**src/rtl/rst_seq_gen.sv**
```systemverilog
// rst_seq_gen: staggered per-domain reset release, then run-cycle counter and clock-enable.
// All outputs registered (one-edge latency, no backpressure); optional watchdog re-reset under `RST_SEQ_WDOG_EN`.
module rst_seq_gen #(
  parameter int NUM_CH      = 4,
  parameter int HOLD_CYCLES = 16,
  parameter int STAGGER     = 8,
  parameter int CNT_W       = 8,
  parameter int DIV         = 2,
  parameter int WDOG_LIMIT  = 1024
) (
  input  logic              Clk,
  input  logic              Rst,
  input  logic              Ext_Rst_Req,
  input  logic              Wdog_Kick,
  output logic [NUM_CH-1:0] Ch_Rst,
  output logic              All_Released,
  output logic [31:0]       Cycle_Cnt,
  output logic              Ce_Out,
  output logic              Wdog_Fired
);

  typedef enum logic [1:0] {S_HOLD, S_RELEASE, S_RUN} state_t;

  state_t            state_q, state_d;
  logic [CNT_W-1:0]  cnt_q, cnt_d;
  logic [NUM_CH-1:0] ch_rst_q, ch_rst_d, ch_shift;
  logic              rel_q, rel_d;
  logic [31:0]       cyc_cnt_q, cyc_cnt_d;
  logic              ce_q, ce_d;
  logic              wdog_trip;
  logic              restart;
  logic              step_done;

`ifdef RST_SEQ_WDOG_EN
  localparam int WDOG_W = $clog2(WDOG_LIMIT + 1);

  logic [WDOG_W-1:0] wdog_cnt_q, wdog_cnt_d;
  logic              fired_q, fired_d;

  assign wdog_trip = (state_q == S_RUN) && (wdog_cnt_q == WDOG_W'(WDOG_LIMIT - 1)) && !Wdog_Kick;

  always_comb begin
    wdog_cnt_d = '0;
    fired_d    = fired_q | (wdog_trip & ~Ext_Rst_Req);
    if (!restart && state_q == S_RUN) begin
      wdog_cnt_d = Wdog_Kick ? '0 : wdog_cnt_q + 1'b1;
    end
  end

  always_ff @(posedge Clk) begin
    if (Rst) begin
      wdog_cnt_q <= '0;
      fired_q    <= 1'b0;
    end else begin
      wdog_cnt_q <= wdog_cnt_d;
      fired_q    <= fired_d;
    end
  end

  assign Wdog_Fired = fired_q;
`else
  logic [31:0] unused_wdog;

  assign unused_wdog = {Wdog_Kick, 31'(WDOG_LIMIT)};
  assign wdog_trip   = 1'b0;
  assign Wdog_Fired  = 1'b0;
`endif

  assign restart  = Ext_Rst_Req | wdog_trip;
  // Channels release low-to-high, so each release step is a left shift of the reset vector.
  assign ch_shift = ch_rst_q << 1;
  assign step_done = ((state_q == S_HOLD)    && (cnt_q == CNT_W'(HOLD_CYCLES - 1))) ||
                     ((state_q == S_RELEASE) && (cnt_q == CNT_W'(STAGGER - 1)));

  always_comb begin
    state_d   = state_q;
    cnt_d     = cnt_q;
    ch_rst_d  = ch_rst_q;
    rel_d     = rel_q;
    cyc_cnt_d = cyc_cnt_q;
    if (restart) begin
      state_d   = S_HOLD;
      cnt_d     = '0;
      ch_rst_d  = '1;
      rel_d     = 1'b0;
      cyc_cnt_d = '0;
    end else begin
      case (state_q)
        S_HOLD, S_RELEASE: begin
          if (step_done) begin
            cnt_d    = '0;
            ch_rst_d = ch_shift;
            if (ch_shift == '0) begin
              state_d   = S_RUN;
              rel_d     = 1'b1;
              cyc_cnt_d = '0;
            end else begin
              state_d = S_RELEASE;
            end
          end else begin
            cnt_d = cnt_q + 1'b1;
          end
        end
        S_RUN:   cyc_cnt_d = cyc_cnt_q + 32'd1;
        default: state_d = S_HOLD;
      endcase
    end
    ce_d = (state_d == S_RUN) && ((cyc_cnt_d % 32'(DIV)) == 32'(DIV - 1));
  end

  always_ff @(posedge Clk) begin
    if (Rst) begin
      state_q   <= S_HOLD;
      cnt_q     <= '0;
      ch_rst_q  <= '1;
      rel_q     <= 1'b0;
      cyc_cnt_q <= '0;
      ce_q      <= 1'b0;
    end else begin
      state_q   <= state_d;
      cnt_q     <= cnt_d;
      ch_rst_q  <= ch_rst_d;
      rel_q     <= rel_d;
      cyc_cnt_q <= cyc_cnt_d;
      ce_q      <= ce_d;
    end
  end

  assign Ch_Rst       = ch_rst_q;
  assign All_Released = rel_q;
  assign Cycle_Cnt    = cyc_cnt_q;
  assign Ce_Out       = ce_q;

endmodule

```
**config.mk**
```make
export PLATFORM = sky130hd
export DESIGN_NAME = rst_seq_gen
export DESIGN_NICKNAME = d
export VERILOG_FILES = /design/src/rtl/rst_seq_gen.sv
export SDC_FILE = /design/constraint.sdc
export NUM_CORES = 1
export LEC_CHECK = 0
export ABC_AREA = 1
export BUFFER_PORTS_ARGS = -buffer_cell sky130_fd_sc_hd__buf_2
export CORE_MARGIN = 4
export CORE_UTILIZATION = 35
export CTS_BUF_LIST = sky130_fd_sc_hd__clkbuf_4 sky130_fd_sc_hd__clkbuf_8
export DETAILED_ROUTE_END_ITERATION = 7
export SLEW_MARGIN = 20
export SYNTH_ARGS = -nofsm -noshare
export SYNTH_HDL_FRONTEND = slang
export SYNTH_SLANG_ARGS = --single-unit
```
**constraint.sdc**
```tcl
create_clock -name Clk -period 3.2 [get_ports Clk]
set_input_delay 0.64 -clock Clk [delete_from_list [all_inputs] [get_ports Clk]]
set_output_delay 0.64 -clock Clk [all_outputs]
set_load 0.02 [all_outputs]
```
==> metrics.md <==
| Metric | Value |
|---|---|
| Outcome | `finished, final reports clean` |
| Post-CTS sizing | `0` |
| CP Max Fanout | `33` |
| Pre-antenna DRT Iters | `4` |
| Seq/Total Area, Yosys | `34.1%` |
| Total Power | `1.00 mW` |
| Final RePlAce weighted congestion | `0.846` |
| Final Worst Setup Slack | `1380 ps` |
| DP Area | `0.00307 mm²` |
| Post-detail-place hpwl | `5.37 mm` |
| Ranking of synthesized cells by area | `dfxtp_1 34%, nand2_1 17%, nor2_1 9.1%, nand3_1 8.4%, inv_1 6.4%` |
| Cts bufs inserted | `5` |
| Pre-CTS WS | `1150 ps` |
| Post-synth top area cell | `dfxtp_1` |
| Tcrit/Tclk final | `57.0%` |
| First-pass GRT wire length | `12.8 mm` |
| Area of the die | `0.00954 mm²` |
| Reg clk slew, reported paths | `90 ps` |
| Via density | `4.82` |
| Post-CTS Hold Buffers | `0` |
| Comb pwr share | `2.2%` |
| Clk_skew | `10.1 ps` |
| Skew-Pair Late Insertion Delay | `300 ps` |
| Total core area | `0.00777 mm²` |
| MaxCap Viol Count | `0` |
| Post-Layout Inst Area | `0.00316 mm²` |
| Largest net degree at the start of global routing | `34` |
| Commonest non-fill, non-tap cell in the layout | `nand2_1` |
| Area share of the largest cell type after synthesis | `34.1%` |
| Final Util | `40.7%` |
| Clock root buffer | `clkbuf_8` |
| Layout cells sized above 1 | `14.8%` |
| Syn nets | `455` |
| Grt ovf | `0` |
| Worst EP arrival | `2030 ps` |
| Mapped Avg Cell Area | `6.27 µm²` |
| Maximum clock frequency | `0.549 GHz` |
| # IOs | `43` |
| CTS tree | `done` |
| Row count | `32` |
| Initial antenna violation count | `0` |
| DRC Markers | `0` |
| Crit Path Class | `reg2reg` |
| # H-tree levels | `2` |
| Vias in the first global route | `2661` |
| Routed WL | `7.31 mm` |
| Cell Area, Synth | `0.00282 mm²` |
| Number of synthesized flops with an enable pin | `0` |
| Layout Nets | `491` |
| ANT nets after route | `0` |
| Seq pwr share | `59.8%` |
| Num Clock Sinks | `48` |
| Port bufs | `40` |
| Starting Density | `36.2%` |
| Tightest Hold Check Type | `reg2reg` |
| Pleak | `1.18 nW` |
| CP required | `3400 ps` |
| Antenna diodes | `0` |
| Final hold vios | `0` |
| Most common flop cell mapped by yosys | `dfxtp_1` |
| Yosys warnings | `0` |
| Avg WL per Cell | `12.5 µm` |
| PD cells | `317 mW/mm²` |
| Area grow syn2layout | `12.2%` |
| Pint | `0.777 mW` |
| Crit path capture type | `flop` |
| Least-Margin Pin Slew | `726 ps` |
| Die extent in y | `97.7 µm` |
| Max rail drop VDD | `0.000186 V` |
| Die Wd | `97.7 µm` |
| Count of unique library cells instantiated by Yosys | `31` |
| Via count | `2831` |
| Commonest non-fill, non-tap cells in the layout | `124 x nand2_1, 68 x nor2_1, 48 x dfxtp_1, 48 x inv_1, 47 x nand3_1` |
| Final setup fails | `0` |
| Min Tclk post-route | `1820 ps` |
| Gate Count Post-Synth | `449` |
| Ys async rst share | `0%` |
| CTS max path bufs | `2` |
| Max-slew violations | `0` |
| RSZ-0062 raised after global routing | `false` |
| Tightest slew margin relative to the limit | `51.5%` |
| Sw Pwr | `0.225 mW` |
| Setup TNS | `0 ps` |
| Startpoint types | `flop` |
| Switch share | `22.5%` |
| Number of synthesized register bits | `48` |
| Overall routing resource usage | `15.9%` |
| Starting DRT DRC Count | `121` |
| Setup Fix Bufs, Post-CTS | `0` |
| Clock share of power | `38.0%` |
[metal layers]
metal / routed length [µm] / track usage [%]
met1: 3830 / 22.8
met4: 55 / 4.26
met5: 0 / 0
met2: 3200 / 24.8
met3: 227 / 2.08
[critical path: stages, from the launching register on]
cell	delay (ps)
dfxtp_1	370
ha_1	170
nand2_1	110
nor2_1	130
nand4_2	140
nand2_4	160
nand2_4	250
nand2_1	210
nand2_1	70
nand3_1	60
inv_1	40
[synthesized netlist by cell type (2+ instances only)]
| cell | n |
|---|---|
| nor2_4 | 2 |
| o21ai_0 | 15 |
| nand2_4 | 2 |
| nand2_2 | 3 |
| a21oi_2 | 2 |
| inv_1 | 48 |
| clkbuf_1 | 5 |
| xor2_1 | 3 |
| nor2_2 | 9 |
| nand4_1 | 13 |
| dfxtp_1 | 48 |
| buf_2 | 3 |
| nand2_1 | 124 |
| nor3_1 | 7 |
| ha_1 | 2 |
| a21oi_1 | 31 |
| buf_6 | 5 |
| nor2_1 | 68 |
| nand3_1 | 47 |
[power groups by stage]
stage | clock, mW | combinational, mW | sequential [mW]
3_5_place_dp | 0 | 0.0232 | 0.613
3_3_place_gp | 0 | 0.0227 | 0.613
5_1_grt | 0.417 | 0.0261 | 0.599
2_1_floorplan | 0 | 0.0173 | 0.613
4_1_cts | 0.395 | 0.0232 | 0.599
6_report | 0.381 | 0.0225 | 0.599
[logic make-up (layout without fill, tap and decap cells)]
group / after synthesis / after routing / share of synthesized area, %
xor+xnor: 3 / 3 / 0.934
simple gates: 279 / 279 / 44.0
flops: 48 / 48 / 34.1
other cells: 1 / 1 / 0.133
compound gates: 52 / 52 / 9.78
buf+inv: 64 / 100 / 10.1
fa+ha+maj: 2 / 2 / 0.889
[metrics by stage]
stage	instances	hold slack [ps]
2_1_floorplan	449	453
3_5_place_dp	580	446
6_report	587	454
3_3_place_gp	580	441
4_1_cts	587	459
5_1_grt	587	483
[state kept, by name, summed over array words and instances, names as in the netlist]
name,flops
Ce_Out,1
cnt_q,8
state_q,2
All_Released,1
Ch_Rst,4
Cycle_Cnt,32
[final cells by class]
class                   count  area [µm²]
fillers                   891        4610
inverters                  50         188
flip-flops and latches     48         961
clock inverters             1        8.76
well taps                 102         128
multi-input cells         337        1570
clock buffers               6        82.6
repair buffers             43         223
[final timing paths]
path                              startpoint           end  slack, ps  depth (start not counted)
worst max-delay path                cnt_q[0]  Cycle_Cnt[2]       1380                         10
worst min-delay path            All_Released  All_Released        450                          2
worst max register to register      cnt_q[0]  Cycle_Cnt[2]       1380                         10
worst min register to register  All_Released  All_Released        450                          2
No activity file was read; power rests on OpenSTA's default activity.
